[src/rtl/hw_loop_pkg.sv]
// Shared types, defaults and helpers for the hardware loop sequencer.
package hw_loop_pkg;

   localparam int PC_W_DEF  = 32;
   localparam int CNT_W_DEF = 8;
   localparam int DEPTH_DEF = 4;

   // One loop frame at the default widths; the stack builds the same layout
   // from its own parameters.
   typedef struct packed {
      logic [CNT_W_DEF-1:0] iter_left;
      logic [CNT_W_DEF-1:0] len;
      logic [CNT_W_DEF-1:0] len_left;
      logic [PC_W_DEF-1:0]  target;
      logic [PC_W_DEF-1:0]  ret;
   } frame_t;

   // Width needed to hold a frame count from 0 to d inclusive.
   function automatic int depth_w(input int d);
      return $clog2(d + 1);
   endfunction

endpackage

[src/rtl/hw_loop_stack.sv]
// LIFO of loop frames: push a new frame, pop the top, rewrite the top's
// counters, and expose the top frame combinationally.
module hw_loop_stack
   import hw_loop_pkg::*;
#(
   parameter int PC_W  = PC_W_DEF,
   parameter int CNT_W = CNT_W_DEF,
   parameter int DEPTH = DEPTH_DEF
) (
   input  logic                       clk,
   input  logic                       rst,
   input  logic                       clear,
   input  logic                       push,
   input  logic                       pop,
   input  logic                       wr_top,
   input  logic [CNT_W-1:0]           wr_iter,
   input  logic [CNT_W-1:0]           wr_len_left,
   input  logic [CNT_W-1:0]           push_iter,
   input  logic [CNT_W-1:0]           push_len,
   input  logic [PC_W-1:0]            push_target,
   input  logic [PC_W-1:0]            push_ret,
   output logic [CNT_W-1:0]           top_iter,
   output logic [CNT_W-1:0]           top_len,
   output logic [CNT_W-1:0]           top_len_left,
   output logic [PC_W-1:0]            top_target,
   output logic [PC_W-1:0]            top_ret,
   output logic                       full,
   output logic                       empty,
   output logic [depth_w(DEPTH)-1:0]  count
);

   localparam int DW = depth_w(DEPTH);

   typedef struct packed {
      logic [CNT_W-1:0] iter_left;
      logic [CNT_W-1:0] len;
      logic [CNT_W-1:0] len_left;
      logic [PC_W-1:0]  target;
      logic [PC_W-1:0]  ret;
   } slot_t;

   logic [DW-1:0] count_reg;
   slot_t         slot_rd [DEPTH];
   slot_t         top_slot;

   genvar gi;
   generate
      for (gi = 0; gi < DEPTH; gi++) begin : g_slot
         slot_t slot_reg;

         // Slot gi is written by a push landing on it, or rewritten while it is the top.
         always_ff @(posedge clk) begin
            if (push && count_reg == DW'(gi)) begin
               slot_reg <= '{push_iter, push_len, push_len, push_target, push_ret};
            end else if (wr_top && count_reg == DW'(gi + 1)) begin
               slot_reg.iter_left <= wr_iter;
               slot_reg.len_left  <= wr_len_left;
            end
         end

         assign slot_rd[gi] = slot_reg;
      end
   endgenerate

   // Occupancy: a push and a top rewrite may share a cycle; push never coincides with pop.
   always_ff @(posedge clk) begin
      if (rst || clear) begin
         count_reg <= '0;
      end else if (push) begin
         count_reg <= count_reg + DW'(1);
      end else if (pop) begin
         count_reg <= count_reg - DW'(1);
      end
   end

   // Select the top frame; reads as zero when the stack is empty.
   always_comb begin
      top_slot = '0;
      for (int i = 0; i < DEPTH; i++) begin
         if (count_reg == DW'(i + 1)) top_slot = slot_rd[i];
      end
   end

   assign top_iter     = top_slot.iter_left;
   assign top_len      = top_slot.len;
   assign top_len_left = top_slot.len_left;
   assign top_target   = top_slot.target;
   assign top_ret      = top_slot.ret;
   assign full         = (count_reg == DW'(DEPTH));
   assign empty        = (count_reg == '0);
   assign count        = count_reg;

endmodule

[src/rtl/hw_loop_ctrl.sv]
// Zero-overhead nested loop sequencer: overrides the core's next PC on loop
// entry, body wrap and loop exit, and records rejected loop starts.
module hw_loop_ctrl
   import hw_loop_pkg::*;
#(
   parameter int PC_W  = PC_W_DEF,
   parameter int CNT_W = CNT_W_DEF,
   parameter int DEPTH = DEPTH_DEF
) (
   input  logic                       clk,
   input  logic                       rst,
   input  logic                       step,
   input  logic                       start,
   input  logic [CNT_W-1:0]           start_iter,
   input  logic [CNT_W-1:0]           start_len,
   input  logic [PC_W-1:0]            start_target,
   input  logic [PC_W-1:0]            start_ret,
   input  logic                       abort,
   input  logic [PC_W-1:0]            pc_core,
   output logic [PC_W-1:0]            pc_next,
   output logic                       redirect,
   output logic                       active,
   output logic [depth_w(DEPTH)-1:0]  depth,
   output logic                       err_ovf,
   output logic                       err_nest
);

   logic             clear, push, pop, wr_top;
   logic [CNT_W-1:0] wr_iter, wr_len_left;
   logic [CNT_W-1:0] top_iter, top_len, top_len_left;
   logic [PC_W-1:0]  top_target, top_ret;
   logic             full, empty;
   logic             set_ovf, set_nest;
   logic             count_step;
   logic [PC_W-1:0]  eff_pc;
   logic             err_ovf_reg, err_nest_reg;

   hw_loop_stack #(.PC_W(PC_W), .CNT_W(CNT_W), .DEPTH(DEPTH)) u_stack (
      .clk          (clk),
      .rst          (rst),
      .clear        (clear),
      .push         (push),
      .pop          (pop),
      .wr_top       (wr_top),
      .wr_iter      (wr_iter),
      .wr_len_left  (wr_len_left),
      .push_iter    (start_iter),
      .push_len     (start_len),
      .push_target  (start_target),
      .push_ret     (start_ret),
      .top_iter     (top_iter),
      .top_len      (top_len),
      .top_len_left (top_len_left),
      .top_target   (top_target),
      .top_ret      (top_ret),
      .full         (full),
      .empty        (empty),
      .count        (depth)
   );

   // Next-PC decision: start handling first, then the top frame counts the instruction.
   always_comb begin
      pc_next     = pc_core;
      redirect    = 1'b0;
      clear       = 1'b0;
      push        = 1'b0;
      pop         = 1'b0;
      wr_top      = 1'b0;
      wr_iter     = top_iter;
      wr_len_left = top_len_left;
      set_ovf     = 1'b0;
      set_nest    = 1'b0;
      count_step  = 1'b0;
      eff_pc      = pc_core;
      if (rst) begin
         clear = 1'b0;
      end else if (abort) begin
         clear = 1'b1;
      end else if (step) begin
         count_step = 1'b1;
         if (start) begin
            if (start_iter == '0 || start_len == '0) begin
               // Empty loop: jump straight past it, counted as a plain instruction.
               eff_pc   = start_ret;
               redirect = 1'b1;
            end else if (full) begin
               set_ovf  = 1'b1;
               eff_pc   = start_ret;
               redirect = 1'b1;
            end else if (!empty && top_len_left == CNT_W'(1)) begin
               // A loop cannot start on the last instruction of its enclosing body.
               set_nest = 1'b1;
               eff_pc   = start_ret;
               redirect = 1'b1;
            end else begin
               count_step  = 1'b0;
               push        = 1'b1;
               wr_top      = !empty;
               wr_len_left = top_len_left - CNT_W'(1);
               pc_next     = start_target;
               redirect    = 1'b1;
            end
         end
         if (count_step) begin
            pc_next = eff_pc;
            if (!empty) begin
               if (top_len_left > CNT_W'(1)) begin
                  wr_top      = 1'b1;
                  wr_len_left = top_len_left - CNT_W'(1);
               end else if (top_iter > CNT_W'(1)) begin
                  wr_top      = 1'b1;
                  wr_iter     = top_iter - CNT_W'(1);
                  wr_len_left = top_len;
                  pc_next     = top_target;
                  redirect    = 1'b1;
               end else begin
                  pop      = 1'b1;
                  pc_next  = top_ret;
                  redirect = 1'b1;
               end
            end
         end
      end
   end

   // Sticky error flags, cleared only by reset.
   always_ff @(posedge clk) begin
      if (rst) begin
         err_ovf_reg  <= 1'b0;
         err_nest_reg <= 1'b0;
      end else begin
         if (set_ovf)  err_ovf_reg  <= 1'b1;
         if (set_nest) err_nest_reg <= 1'b1;
      end
   end

   assign err_ovf  = err_ovf_reg;
   assign err_nest = err_nest_reg;
   assign active   = !empty;

endmodule
[config.mk]
export PLATFORM = sky130hd
export DESIGN_NAME = hw_loop_ctrl
export DESIGN_NICKNAME = d
export VERILOG_FILES = /design/src/rtl/hw_loop_pkg.sv /design/src/rtl/hw_loop_stack.sv /design/src/rtl/hw_loop_ctrl.sv
export SDC_FILE = /design/constraint.sdc
export NUM_CORES = 1
export LEC_CHECK = 0
export BUFFER_PORTS_ARGS = -buffer_cell sky130_fd_sc_hd__buf_4
export CAP_MARGIN = 20
export CORE_MARGIN = 10
export CORE_UTILIZATION = 38
export CTS_CLUSTER_SIZE = 8
export DETAILED_ROUTE_END_ITERATION = 12
export PLACE_DENSITY = 0.63
export SYNTH_ARGS = -nofsm -noshare
export SYNTH_HDL_FRONTEND = slang
export SYNTH_HIERARCHICAL = 1
export SYNTH_SLANG_ARGS = --single-unit
[constraint.sdc]
create_clock -name clk -period 7.6 [get_ports clk]
set_input_delay 0.38 -clock clk [delete_from_list [all_inputs] [get_ports clk]]
set_output_delay 0.38 -clock clk [all_outputs]
set_load 0.01 [all_outputs]
Word-level counts from Yosys, hierarchy flattened

Cells that the tools add are included.

Bits in registers: 357
Bits of input ports: 117
Output and inout port bits: 39

Add/sub/neg operators: 4
Magnitude comparators: 2
Equality and inequality tests: 5
Multiplexer cells: 108
Reductions and logical operators: 20

Operator list:

| operator                                                                        | number |
|---|---|
| 32-bit 2-to-1 mux                                                               | 15 |
| 88-bit 2-to-1 mux                                                               | 4 |
| 8-bit 2-to-1 mux                                                                | 34 |
| 1-bit 2-to-1 mux                                                                | 53 |
| 8-bit by 1-bit greater-than comparator with 1-bit output, second input constant | 2 |
| 8-bit zero test                                                                 | 2 |
| 8-bit by 1-bit subtractor with 8-bit output, second input constant              | 2 |
| 2-bit nonzero test                                                              | 5 |
| 1-bit logical AND                                                               | 9 |
| 8-bit by 1-bit == test with 1-bit output, second input constant                 | 1 |
| 3-bit by 2-bit == test with 1-bit output, second input constant                 | 2 |
| 3-bit 2-to-1 mux                                                                | 2 |
| 3-bit by 1-bit adder with 3-bit output, second input constant                   | 1 |
| 3-bit by 1-bit == test with 1-bit output, second input constant                 | 1 |
| 3-bit == test, second input constant                                            | 1 |
| 3-bit zero test                                                                 | 1 |
| 3-bit by 1-bit subtractor with 3-bit output, second input constant              | 1 |
| 1-bit logical OR                                                                | 2 |
| 1-bit zero test                                                                 | 1 |

Logic depth before layout (Yosys ltp)

Gate-level depths: netlist (run 1).

Word-level depth: 21
Depth in mapped cells: 22
Gate-level depth less buffers: 15

By module

The synthesis (run 1) kept the hierarchy.

Modules (own cells, without submodules):

| module        | instances | cells each | area an instance (um^2) | seq. area each (um^2) |
|---|---|---|---|---|
| hw_loop_stack | 1         | 863        | 13751.9                 | 10630.2 |
| hw_loop_ctrl  | 1         | 416        | 2570.0                  | 40.0 |

Worst setup path after synthesis (run 1)

No wires, ideal clock.

Path type: reg2reg
From: reg u_stack.count_reg[2] (netlist: u_stack/count[2])
To: reg u_stack/g_slot[3].slot_reg[64] in the netlist's numbering (enable)
Setup time: 368 ps
Data arrival time: 5529 ps
Data required time: 7232 ps
Slack: 1703 ps
Stages on the path, launching flop included: 22
Path buffers: 7
Clock period less this slack: 5897 ps
Cells stage by stage: dfxtp_1 -> buf_2 -> inv_1 -> ha_1 -> buf_2 -> nor3b_4 -> clkbuf_1 -> a221oi_1 -> a21oi_1 -> inv_1 -> ha_1 -> and4_1 -> inv_1 -> nand2_1 -> buf_2 -> buf_2 -> nor2_1 -> buf_2 -> nand2_1 -> buf_2 -> inv_1 -> a21o_1

Elaborated cells between the ends (all ways): 42

RTL lines:

| item                                       | line                | source |
|---|---|---|
| from (decl)                                | hw_loop_stack.sv:42 | `logic [DW-1:0] count_reg;` |
| from (signal assigned)                     | hw_loop_stack.sv:70 | `count_reg <= count_reg + DW'(1);` |
| from (signal assigned)                     | hw_loop_stack.sv:72 | `count_reg <= count_reg - DW'(1);` |
| 3-bit by 1-bit == test with 1-bit output   | hw_loop_stack.sv:80 | `if (count_reg == DW'(i + 1)) top_slot = slot_rd[i];` |
| 88-bit 2-to-1 mux (3 in series)            | hw_loop_stack.sv:80 |  |
| 88-bit 2-to-1 mux *                        | hw_loop_stack.sv:80 |  |
| named net top_len_left[1]                  | hw_loop_ctrl.sv:30  | `logic [CNT_W-1:0] top_iter, top_len, top_len_left;` |
| 8-bit by 1-bit == test with 1-bit output * | hw_loop_ctrl.sv:90  | `end else if (!empty && top_len_left == CNT_W'(1)) begin` |
| 1-bit logical AND *                        | hw_loop_ctrl.sv:90  |  |
| 1-bit 2-to-1 mux *                         | hw_loop_ctrl.sv:90  |  |
| 1-bit 2-to-1 mux *                         | hw_loop_ctrl.sv:86  | `end else if (full) begin` |
| 1-bit 2-to-1 mux *                         | hw_loop_ctrl.sv:82  | `if (start_iter == '0 \|\| start_len == '0) begin` |
| 1-bit 2-to-1 mux *                         | hw_loop_ctrl.sv:81  | `if (start) begin` |
| 1-bit 2-to-1 mux *                         | hw_loop_ctrl.sv:79  | `end else if (step) begin` |
| 1-bit 2-to-1 mux *                         | hw_loop_ctrl.sv:77  | `end else if (abort) begin` |
| 1-bit 2-to-1 mux *                         | hw_loop_ctrl.sv:75  | `if (rst) begin` |
| named net push                             | hw_loop_ctrl.sv:28  | `logic clear, push, pop, wr_top;` |
| 1-bit logical AND *                        | hw_loop_stack.sv:53 | `if (push && count_reg == DW'(gi)) begin` |
| 2-bit nonzero test (no line) *             | --                  |  |
| to (signal assigned)                       | hw_loop_stack.sv:54 | `slot_reg <= '{push_iter, push_len, push_len, push_target, push_ret};` |
| to (decl)                                  | hw_loop_stack.sv:49 | `slot_t slot_reg;` |

The timed path passes the listed nets; every way through them passes the cells marked *. The select of a mux whose other input is x is not followed.
A chain may end at the register's enable or synchronous reset.

Final worst setup path (run 1)

From: reg u_stack.count_reg[2] (netlist: u_stack/count[2])
To: reg u_stack/g_slot[3].slot_reg[14] in the netlist's numbering (enable)

Longest elaborated chain between the ends: 15
Elaborated cells between the ends (all ways): 20

Ends and longest elaborated chain:

| item                                       | line |
|---|---|
| 3-bit by 1-bit == test with 1-bit output   | hw_loop_stack.sv:80 |
| 88-bit 2-to-1 mux (3 in series)            | hw_loop_stack.sv:80 |
| 88-bit 2-to-1 mux *                        | hw_loop_stack.sv:80 |
| named net top_len_left[1]                  | hw_loop_ctrl.sv:30 |
| 8-bit by 1-bit == test with 1-bit output * | hw_loop_ctrl.sv:90 |
| 1-bit logical AND *                        | hw_loop_ctrl.sv:90 |
| 1-bit 2-to-1 mux *                         | hw_loop_ctrl.sv:90 |
| 1-bit 2-to-1 mux *                         | hw_loop_ctrl.sv:86 |
| 1-bit 2-to-1 mux *                         | hw_loop_ctrl.sv:82 |
| 1-bit 2-to-1 mux *                         | hw_loop_ctrl.sv:81 |
| 1-bit 2-to-1 mux *                         | hw_loop_ctrl.sv:79 |
| 1-bit 2-to-1 mux *                         | hw_loop_ctrl.sv:77 |
| 1-bit 2-to-1 mux *                         | hw_loop_ctrl.sv:75 |
| named net push                             | hw_loop_ctrl.sv:28 |
| 1-bit logical AND *                        | hw_loop_stack.sv:53 |

The timed path passes the listed nets; every way through them passes the cells marked *.

==> insert_results.sql, run 1 <==
INSERT INTO impl_metrics (metric_group, metric, value, unit) VALUES
('status', 'run_status', 'finished clean', ''),
('floorplan', 'core_region_area', '42200', 'sq um'),
('global_route', 'grt_pass1_wl', '67500', 'um'),
('sta', 'endpoints_failing_hold', '0', ''),
('sta', 'final.hold.worst_slack', '0.0539', 'ns'),
('routing', 'routed_via_count_divided_by_cell_count', '5.80', ''),
('setup_path', 'worst_r2r_endpoint', 'u_stack/g_slot[3].slot_reg[14]', ''),
('finish', 'nets', '1543', ''),
('routing', 'detailroute.via_count', '11459', ''),
('setup_path', 'critical_path_required', '7.77', 'ns'),
('sta', 'post-route-min-period', '6.12', 'ns'),
('floorplan', 'floorplan.initialDensity', '38.7', '%'),
('clock_tree', 'cts_hold_repair.buffers', '0', ''),
('yosys', 'synthesized_area_fraction_occupied_by_ao_oa_aoi_and_oai_cells', '12.9', '%'),
('finish', 'final_design_area_no_fill', '19300', 'sq um'),
('pwr', 'p_leak', '6.50', 'nW'),
('routing', 'highest_layer', 'met4', ''),
('yosys', 'synthSimpleGateAreaFrac', '11.1', '%'),
('clock_tree', 'tritoncts', 'yes', ''),
('pwr', 'reg_power_share', '48.6', '%'),
('floorplan', 'die_height', '227', 'um'),
('setup_path', 'cp.arrival', '6.29', 'ns'),
('setup_path', 'kind_of_end_point_of_the_critical_path', 'flip-flop', ''),
('pwr', 'power.share.switching', '21.5', '%'),
('sta', 'timing.final.max_slew_violations', '0', ''),
('clock_tree', 'h-tree-depth', '2', ''),
('setup_path', 'path_common_cell', 'inv_1', ''),
('yosys', 'netlist_top_cells_area', 'edfxtp_1, a221oi_1, mux2_2, nor2_1, nand2_1', ''),
('setup_path', 'reg2reg_from', 'u_stack/count[2]', ''),
('setup_path', 'worstPathCellList', 'inv_1 -> ha_4 -> nor3b_4 -> a221oi_1 -> a21oi_1 -> inv_1 -> ha_1 -> and4_1 -> inv_1 -> nand2_2 -> nor2_1 -> nand2_1 -> clkinv_2 -> buf_4', ''),
('yosys', 'synth_top_cells_by_count', 'edfxtp_1, nor2_1, nand2_1', ''),
('routing', 'met3WireLength', '3440', 'um'),
('setup_path', 'max_stage_delay', '0.75', 'ns'),
('floorplan', 'row_count', '75', ''),
('routing', 'mean_routed_wirelength_per_cell', '22.6', 'um'),
('routing', 'detail_route.iter0.violations', '1064', ''),
('routing', 'drt_wl_total', '44600', 'um'),
('setup_path', 'critical-path-slowest-cell', 'nor3b_4', ''),
('sta', 'slew_headroom', '37.4', '%'),
('sta', 'tightest_slew', '0.939', 'ns'),
('clock_tree', 'cts_resized', '0', ''),
('yosys', 'largest_family_of_logic_cells_by_synthesized_area', 'compound AO/OA/AOI/OAI gates', ''),
('routing', 'm1WireLength', '19200', 'um'),
('yosys', 'synthMostInstantiatedCell', 'edfxtp_1', ''),
('min_path', 'timing.hold.worst_endpoint', 'u_stack/g_slot[3].slot_reg[17]', ''),
('clock_tree', 'cts_buffer_depth', '3', ''),
('yosys', 'synthDistinctLibCells', '56', ''),
('min_path', 'worstHoldPathCells', '1', ''),
('clock_tree', 'cts.clk_slew.worst_paths', '0.05', 'ns'),
('placement', 'port_buffers', '155', ''),
('setup_path', 'worstSetupPathType', 'reg2reg', ''),
('pwr', 'net-switching-power', '965', 'uW'),
('finish', 'drive_gt1_share', '22.0', '%'),
('finish', 'final.fill_count', '3756', ''),
('yosys', 'synth.largest_area_cell', 'edfxtp_1', ''),
('finish', 'largest_register_ff_count', '352', ''),
('pwr', 'power_density', '232', 'nW/um^2'),
('yosys', 'synthMuxAreaShare', '6.51', '%'),
('yosys', 'synth.avg_cell_area', '12.8', 'sq um'),
('pwr', 'irDropWorstVdd', '0.000153', 'V'),
('yosys', 'synth.top_cell.area_share', '64.8', '%'),
('setup_path', 'r2r_setup_slack', '1.48', 'ns'),
('clock_tree', 'tritoncts.num_buffers', '50', ''),
('yosys', 'async_reset_ff_share', '0', '%'),
('yosys', 'synth_warnings', '6', ''),
('clock_tree', 'clock-root-buffer', 'clkbuf_16', ''),
('clock_tree', 'clkSinkCount', '357', ''),
('sta', 'rsz_0062_raised_after_global_routing', 'false', ''),
('sta', 'fin_skew', '0.0200', 'ns'),
('yosys', 'post_synth_fa_ha_maj_area_fraction', '0.767', '%'),
('placement', 'routabilityCongestion', '0.886', '');
==> critical path, delay by kind of cell (launching register included) <==
kind / cells / cell delay, ns
AO/OA/AOI/OAI: 2 / 0.60
adder cells (fa/ha/maj): 2 / 0.62
buffers and inverters: 5 / 1.81
flip-flops: 1 / 0.59
AND/OR/NAND/NOR: 5 / 2.06
==> power groups by stage <==
stage	logic [mW]	clock network, mW	registers (mW)
final	0.355	1.95	2.18
after global routing	0.384	2.08	2.18
after CTS	0.355	1.99	2.18
after detailed placement	0.354	0	2.22
after global placement	0.348	0	2.22
after floorplan	0.191	0	2.22
==> cells by family (layout without fill, tap and decap cells) <==
group | Yosys count | after routing
compound gates | 279 | 279
fa+ha+maj | 10 | 10
simple gates | 420 | 420
xor+xnor | 5 | 5
flops | 357 | 357
buf+inv | 110 | 266
mux | 98 | 98
==> cell usage in the layout (no fill, tap or decap), types with 6 or more instances in the layout <==
| master | n |
|---|---|
| nand2_1 | 142 |
| clkinv_2 | 6 |
| a41oi_1 | 32 |
| edfxtp_1 | 352 |
| buf_4 | 176 |
| o21ai_0 | 9 |
| ha_1 | 9 |
| a21oi_1 | 95 |
| nand3_1 | 64 |
| a221oi_1 | 88 |
| nor3_1 | 11 |
| clkbuf_1 | 17 |
| o221a_1 | 28 |
| nor2_1 | 170 |
| mux2i_1 | 33 |
| mux2_2 | 60 |
| clkbuf_16 | 51 |
| inv_1 | 12 |
==> worst max-delay path by stage <==
stage	slack [ns]	from	end
global placement	1.79	u_stack/count[2]	u_stack/g_slot[3].slot_reg[39]
floorplan	1.70	u_stack/count[2]	u_stack/g_slot[3].slot_reg[64]
global route	1.05	u_stack/count[2]	u_stack/g_slot[3].slot_reg[73]
detailed placement	1.55	u_stack/count[2]	u_stack/g_slot[3].slot_reg[39]
CTS	1.43	u_stack/count[2]	pc_next[29]
finish	1.48	u_stack/count[2]	u_stack/g_slot[3].slot_reg[14]
==> metrics by stage <==
stage               util (%)  setup slack (ns)  power [mW]  instances
floorplan                  -              1.70        2.41       1279
global placement        42.5              1.79        2.57       1901
detailed placement      42.5              1.55        2.57       1901
CTS                     45.7              1.43        4.53       1972
global route            45.8              1.05        4.64       1974
finish                  45.8              1.48        4.49       1974
==> metal layers <==
metal / up-vias / global-route usage (%)
met5: - / 0
li1: 5224 / -
met2: 419 / 26.9
met4: 0 / 5.05
met3: 65 / 3.54
met1: 5751 / 22.5
==> final cells by class <==
class,instances,area [sq um],area share [%]
clock buffers,68,1340,6.93
clock inverters,3,37.5,0.194
inverters,17,70.1,0.362
multi-input cells,812,5200,26.9
flip-flops and latches,357,10700,55.2
well taps,539,674,3.49
repair buffers,178,1350,7.00
No activity file was read; power rests on OpenSTA's default activity.
==> run 2, diff against run 1 <==
- ABC_AREA: default -> 1
- clock period: 7.6 -> 6.4 ns (I/O delays scaled with it)
==> insert_results.sql, run 2 <==
INSERT INTO impl_metrics (metric_group, metric, value, unit) VALUES
('yosys', 'synth-xor-area-share', '0.329', '%'),
('setup_path', 'worstSetupPathType', 'reg2out', ''),
('routing', 'routed_via_count_divided_by_cell_count', '5.09', ''),
('global_route', 'globalRoute.busiestLayer', 'met2', ''),
('finish', 'mostFrequentLayoutCell', 'nand2_1', ''),
('setup_path', 'max_stage_delay', '0.69', 'ns'),
('finish', 'drive_gt1_share', '12.2', '%'),
('placement', 'routabilityCongestion', '0.847', ''),
('finish', 'largest_register_ff_count', '352', ''),
('setup_path', 'worstPathCellList', 'inv_1 -> ha_1 -> nand2_1 -> inv_4 -> buf_4 -> nand2_1 -> nand2_1 -> inv_1 -> ha_1 -> or2_2 -> nand4_1 -> nand2_1 -> inv_2 -> nand2_1 -> nand2_1 -> nand3_1 -> nand3_1 -> nor2_1 -> nor2_1 -> buf_4', ''),
('sta', 'clock.fmax', '182', 'MHz'),
('sta', 'tightest_slew', '1.02', 'ns'),
('sta', 'post-route-min-period', '5.50', 'ns'),
('sta', 'final.period_utilization', '86.0', '%'),
('global_route', 'met2_usage', '31.1', '%'),
('clock_tree', 'cts.clk_slew.worst_paths', '0.05', 'ns'),
('yosys', 'synth.avg_cell_area', '8.46', 'sq um'),
('sta', 'endpoints_failing_hold', '0', ''),
('global_route', 'grt_pass1_wl', '84300', 'um'),
('sta', 'timing.final.max_slew_violations', '0', ''),
('pwr', 'p_leak', '9.53', 'nW'),
('yosys', 'synthMuxAreaShare', '0', '%'),
('flow_run', 'cap_violations', '0', ''),
('finish', 'syn2layout_area_growth', '19.4', '%'),
('yosys', 'synth.top_cell.area_share', '56.8', '%'),
('routing', 'detailroute.via_count', '15370', ''),
('placement', 'post_dp_cell_area', '20200', 'sq um'),
('sta', 'report.final.setup_viol', '0', ''),
('yosys', 'post_synth_instance_area', '18600', 'sq um'),
('placement', 'post-place-cells', '2881', ''),
('setup_path', 'kind_of_end_point_of_the_critical_path', 'output pin', ''),
('sta', 'fin_skew', '0.0185', 'ns'),
('yosys', 'largest_family_of_logic_cells_by_synthesized_area', 'simple AND/OR/NAND/NOR gates', ''),
('setup_path', 'path_common_cell', 'nand2_1', ''),
('yosys', 'synth_top_cells_by_count', 'nand2_1, nor2_1, edfxtp_1', ''),
('global_route', 'grt_pass1_vias', '14948', ''),
('global_route', 'grt_overflow', '0', ''),
('global_route', 'grt_antenna_before_repair', '1', ''),
('placement', 'port_buffers', '155', ''),
('yosys', 'number_of_instances_in_the_synthesized_netlist', '2199', ''),
('clock_tree', 'clock-root-buffer', 'clkbuf_16', ''),
('yosys', 'synthDistinctLibCells', '39', ''),
('sta', 'rsz_0062_raised_after_global_routing', 'false', ''),
('clock_tree', 'clk_latency', '0.56', 'ns'),
('yosys', 'synthMostInstantiatedCell', 'nand2_1', ''),
('clock_tree', 'tritoncts', 'yes', ''),
('yosys', 'netlist_top_cells_area', 'edfxtp_1, nand2_1, nor2_1, nand3_1, inv_1', ''),
('sta', 'final_setup_tns', '0', 'ns'),
('yosys', 'async_reset_ff_share', '0', '%'),
('pwr', 'irDropWorstVdd', '0.000193', 'V'),
('status', 'run_status', 'finished clean', ''),
('floorplan', 'core_region_area', '48600', 'sq um'),
('yosys', 'synth_seq_cells', '357', ''),
('yosys', 'synth_nets', '2326', ''),
('sta', 'slew_headroom', '31.8', '%'),
('floorplan', 'row_count', '81', ''),
('yosys', 'synth_edf_count', '352', ''),
('setup_path', 'critical_path_required', '6.08', 'ns'),
('clock_tree', 'h-tree-depth', '2', ''),
('global_route', 'gr-usage-all-layers', '18.3', '%'),
('clock_tree', 'clkSinkCount', '357', ''),
('yosys', 'synthesized_area_fraction_occupied_by_ao_oa_aoi_and_oai_cells', '3.58', '%'),
('floorplan', 'io-pin-count', '156', ''),
('placement', 'dp_hpwl', '33300', 'um'),
('global_route', 'global_route_met1_usage', '23.7', '%'),
('setup_path', 'cp.arrival', '5.18', 'ns'),
('yosys', 'post_synth_fa_ha_maj_area_fraction', '0.672', '%'),
('global_route', 'grt_start_max_net_pins', '89', ''),
('finish', 'final_util', '45.7', '%'),
('routing', 'drt_pre_antenna_iters', '6', ''),
('routing', 'mean_routed_wirelength_per_cell', '17.8', 'um'),
('routing', 'number_of_remaining_drc_errors', '0', ''),
('min_path', 'min-delay-path-class', 'in2reg', ''),
('pwr', 'power_density', '245', 'nW/um^2'),
('finish', 'finish.cell_count_without_fillers', '3021', ''),
('pwr', 'totalPowerFinal', '5.45', 'mW'),
('setup_path', 'critical-path-slowest-cell', 'inv_2', ''),
('clock_tree', 'cts_buffer_depth', '3', ''),
('floorplan', 'die_ar', '58200', 'sq um'),
('finish', 'final_cell_mix', 'nand2_1, nor2_1, edfxtp_1, nand3_1, inv_1', ''),
('routing', 'drt_wl_total', '53800', 'um'),
('yosys', 'synth.largest_area_cell', 'edfxtp_1', ''),
('floorplan', 'floorplan.die.width', '241', 'um'),
('setup_path', 'critical_path.max_fanout', '60', ''),
('routing', 'antenna_violating_nets_post_route', '0', ''),
('routing', 'detail_route.iter0.violations', '1358', ''),
('yosys', 'synthSimpleGateAreaFrac', '30.2', '%'),
('yosys', 'synth.yosys.seq_area_share', '57.3', '%'),
('clock_tree', 'post_cts_setup_repair_buffer_count', '0', ''),
('setup_path', 'worst_setup_path_start_kind', 'flip-flop', ''),
('finish', 'nets', '2504', ''),
('finish', 'final_design_area_no_fill', '22200', 'sq um'),
('global_route', 'use_met3', '2.73', '%'),
('floorplan', 'floorplan.initialDensity', '38.3', '%'),
('floorplan', 'die_height', '241', 'um'),
('yosys', 'synth_flop_cell', 'edfxtp_1', ''),
('clock_tree', 'tritoncts.num_buffers', '50', ''),
('yosys', 'synth_warnings', '6', '');
==> run 2: report_power, final <==
group	internal, mW	switching, mW	leakage (nW)
logic	0.178	0.311	5.63
registers	2.59	0.00346	3.23
clock network	1.44	0.936	0.669
==> run 2: layer usage <==
metal,vias up,share of wire [%]
li1,7445,-
met1,7231,42
met2,586,48
met3,106,7.1
met4,2,2.8
met5,-,0.013
==> run 2: per-stage QoR <==
stage | setup WS [ns] | hold slack, ns
after floorplan | 1.19 | 0.389
after global placement | 1.46 | 0.441
after detailed placement | 1.26 | 0.446
after CTS | 0.826 | 0.000472
after global routing | 0.483 | 0.00630
final | 0.897 | 0.0232
==> run 2: critical path, delay by kind of cell (launching register included) <==
family	cells	cell delay, ns
and+or+nand+nor	12	1.57
buffers and inverters	6	2.24
DFF	1	0.36
adders and majority gates	2	0.40
==> run 2: path summary, 6_finish.rpt <==
| check | from | slack, ns | cells past startpoint | to |
|---|---|---|---|---|
| setup / recovery | u_stack/count[0] | 0.90 | 20 | pc_next[31] |
| hold / removal | start_len[7] | 0.02 | 1 | u_stack/g_slot[2].slot_reg[79] |
| setup reg to reg | u_stack/count[1] | 1.24 | 18 | u_stack/g_slot[1].slot_reg[36] |
| hold reg to reg | err_nest | 0.45 | 2 | err_nest |
==> run 2: cell families after synthesis <==
logic type / after synthesis
AOI/OAI and AO/OA: 118
xor gates and xnor gates: 7
adders and majority gates: 10
buffers and inverters: 333
DFF: 357
and+or+nand+nor: 1374
==> run 2: layout make-up <==
cell class	instances	area (sq um)
Multi-Input combinational cell	1509	6490
Clock buffer	70	1350
Tap cell	622	778
Sequential cell	357	10700
Antenna cell	1	2.50
Timing Repair Buffer	253	2110
Inverter	206	785
Fill cell	4630	26400
Clock inverter	3	33.8
==> run 2: repair_timing <==
item / 4_1_cts / 5_1_grt
resized for setup: 0 / 0
endpoints found under the hold margin: 259 / 0
hold buffers: 66 / 0
endpoints found under the setup margin: 0 / 0
==> run 3, diff against run 2 <==
==> constraint.sdc (replaced) <==
create_clock -name clk -period 6.4 [get_ports clk]
set_input_delay 0 -clock clk [delete_from_list [all_inputs] [get_ports clk]]
set_output_delay 0 -clock clk [all_outputs]
set_load 0.01 [all_outputs]
==> insert_results.sql, run 3 (synthesis gave the netlist of run 2 again) <==
INSERT INTO impl_metrics (metric_group, metric, value, unit) VALUES
('sta', 'post-route-min-period', '5.57', 'ns'),
('setup_path', 'critical_path.max_fanout', '51', ''),
('clock_tree', 'tritoncts.num_buffers', '50', ''),
('placement', 'dp_hpwl', '32200', 'um'),
('setup_path', 'worstSetupPathType', 'reg2out', ''),
('sta', 'endpoints_failing_hold', '0', ''),
('sta', 'report.final.setup_viol', '0', ''),
('floorplan', 'die_ar', '58200', 'sq um'),
('sta', 'final_setup_tns', '0', 'ns'),
('setup_path', 'cp.arrival', '5.57', 'ns'),
('sta', 'rsz_0062_raised_after_global_routing', 'false', ''),
('flow_run', 'cap_violations', '0', ''),
('placement', 'port_buffers', '155', ''),
('floorplan', 'die_height', '241', 'um'),
('floorplan', 'floorplan.initialDensity', '38.3', '%'),
('routing', 'drt_wl_total', '53200', 'um'),
('finish', 'final.fill_count', '4570', ''),
('sta', 'slew_headroom', '26.8', '%'),
('min_path', 'worstHoldPathCells', '5', ''),
('floorplan', 'row_count', '81', ''),
('routing', 'drt_pre_antenna_iters', '5', ''),
('routing', 'number_of_remaining_drc_errors', '0', ''),
('finish', 'mostFrequentLayoutCell', 'nand2_1', ''),
('clock_tree', 'clkSinkCount', '357', ''),
('clock_tree', 'clock-root-buffer', 'clkbuf_16', ''),
('sta', 'fin_skew', '0.0145', 'ns'),
('pwr', 'totalPowerFinal', '5.44', 'mW'),
('floorplan', 'core_region_area', '48600', 'sq um'),
('setup_path', 'reg2regPathDepth', '17', ''),
('finish', 'largest_register_ff_count', '352', ''),
('sta', 'final.period_utilization', '87.0', '%'),
('routing', 'mean_routed_wirelength_per_cell', '17.6', 'um'),
('sta', 'tightest_slew', '1.10', 'ns'),
('clock_tree', 'post_cts_setup_repair_buffer_count', '0', ''),
('finish', 'syn2layout_area_growth', '19.8', '%'),
('min_path', 'min-delay-path-class', 'in2reg', ''),
('placement', 'routabilityCongestion', '0.853', ''),
('routing', 'detailroute.via_count', '15224', ''),
('setup_path', 'critical_path_required', '6.40', 'ns'),
('finish', 'nets', '2510', ''),
('clock_tree', 'h-tree-depth', '2', ''),
('pwr', 'p_leak', '9.54', 'nW'),
('global_route', 'gr-usage-all-layers', '18.0', '%'),
('placement', 'post-place-ws', '0.982', 'ns'),
('floorplan', 'floorplan.die.width', '241', 'um'),
('status', 'run_status', 'finished clean', ''),
('finish', 'final_cell_mix', 'nand2_1, nor2_1, edfxtp_1, nand3_1, inv_1', ''),
('sta', 'timing.final.max_slew_violations', '0', ''),
('pwr', 'irDropWorstVdd', '0.000200', 'V'),
('setup_path', 'kind_of_end_point_of_the_critical_path', 'output pin', ''),
('routing', 'detail_route.iter0.violations', '1266', ''),
('clock_tree', 'tritoncts', 'yes', ''),
('clock_tree', 'cts.clk_slew.worst_paths', '0.05', 'ns'),
('global_route', 'grt_pass1_vias', '14846', ''),
('global_route', 'grt_start_max_net_pins', '97', ''),
('clock_tree', 'clk_latency', '0.56', 'ns'),
('clock_tree', 'cts_buffer_depth', '3', ''),
('global_route', 'grt_pass1_wl', '82600', 'um'),
('routing', 'routed_via_count_divided_by_cell_count', '5.05', ''),
('pwr', 'power_density', '244', 'nW/um^2'),
('finish', 'drive_gt1_share', '11.8', '%'),
('setup_path', 'worst_setup_path_start_kind', 'flip-flop', ''),
('sta', 'clock.fmax', '180', 'MHz'),
('floorplan', 'io-pin-count', '156', ''),
('global_route', 'grt_overflow', '0', ''),
('global_route', 'grt_antenna_before_repair', '2', ''),
('sta', 'worst_slack', '0.835', 'ns'),
('routing', 'antenna_violating_nets_post_route', '0', ''),
('sta', 'final.hold.worst_slack', '0.0125', 'ns');
==> run 3: final timing paths <==
| check | startpoint | endpoint | slack, ns |
|---|---|---|---|
| max | u_stack/count[2] | pc_next[3] | 0.83 |
| min | start | err_ovf | 0.01 |
| max reg2reg | u_stack/count[2] | u_stack/g_slot[0].slot_reg[3] | 0.98 |
| min reg2reg | err_nest | err_nest | 0.45 |
==> run 3: layer usage <==
metal / GRT usage [%] / part of all wire [%] / up-vias / wire, um
met5: 0 / 0.021 / - / 11
met4: 4.99 / 2.1 / 2 / 1090
met3: 3.32 / 6.9 / 86 / 3680
met2: 31.5 / 50 / 533 / 26400
met1: 22.3 / 41 / 7164 / 21900
li1: - / - / 7439 / -
==> run 3: power breakdown <==
group | switching (mW) | internal [mW] | total (mW)
registers | 0.00327 | 2.59 | 2.59
clock network | 0.918 | 1.44 | 2.36
logic | 0.309 | 0.182 | 0.491
==> run 3: worst max-delay path: stages, from the launching register on <==
cell     delay, ns
dfxtp_1       0.48
inv_2         0.37
ha_1          0.40
inv_4         0.30
buf_4         0.56
nand3_1       0.15
nand2_1       0.09
nand2_1       0.18
nor2_4        0.16
nand2_1       0.07
nor2_2        0.14
nand2_2       0.09
nand4_4       0.09
buf_4         0.58
nand2_4       0.23
inv_2         0.51
nand3_1       0.14
a21oi_1       0.22
buf_4         0.17
==> run 3: area by class of cell <==
class / instances / area (sq um) / area share, %
Clock inverter: 1 / 30.0 / 0.135
Sequential cell: 357 / 10700 / 47.9
Timing Repair Buffer: 259 / 2200 / 9.86
Tap cell: 622 / 778 / 3.49
Inverter: 206 / 785 / 3.52
Clock buffer: 60 / 1340 / 6.02
Multi-Input combinational cell: 1509 / 6490 / 29.1
Antenna cell: 1 / 2.50 / 0.0112
==> run 3: stage by stage <==
stage	cell area (sq um)	util (%)	instances
5_1_grt	22300	45.8	3015
3_5_place_dp	20100	41.3	2871
2_1_floorplan	18600	-	2199
4_1_cts	22300	45.8	3014
6_report	22300	45.8	3015
3_3_place_gp	20100	41.3	2871
==> run 3: timing repair <==
item                       4_1_cts  5_1_grt
hold buffers                    82        0
hold endpoints to repair       357        0
resized for setup                0        0
setup endpoints to repair        0        0
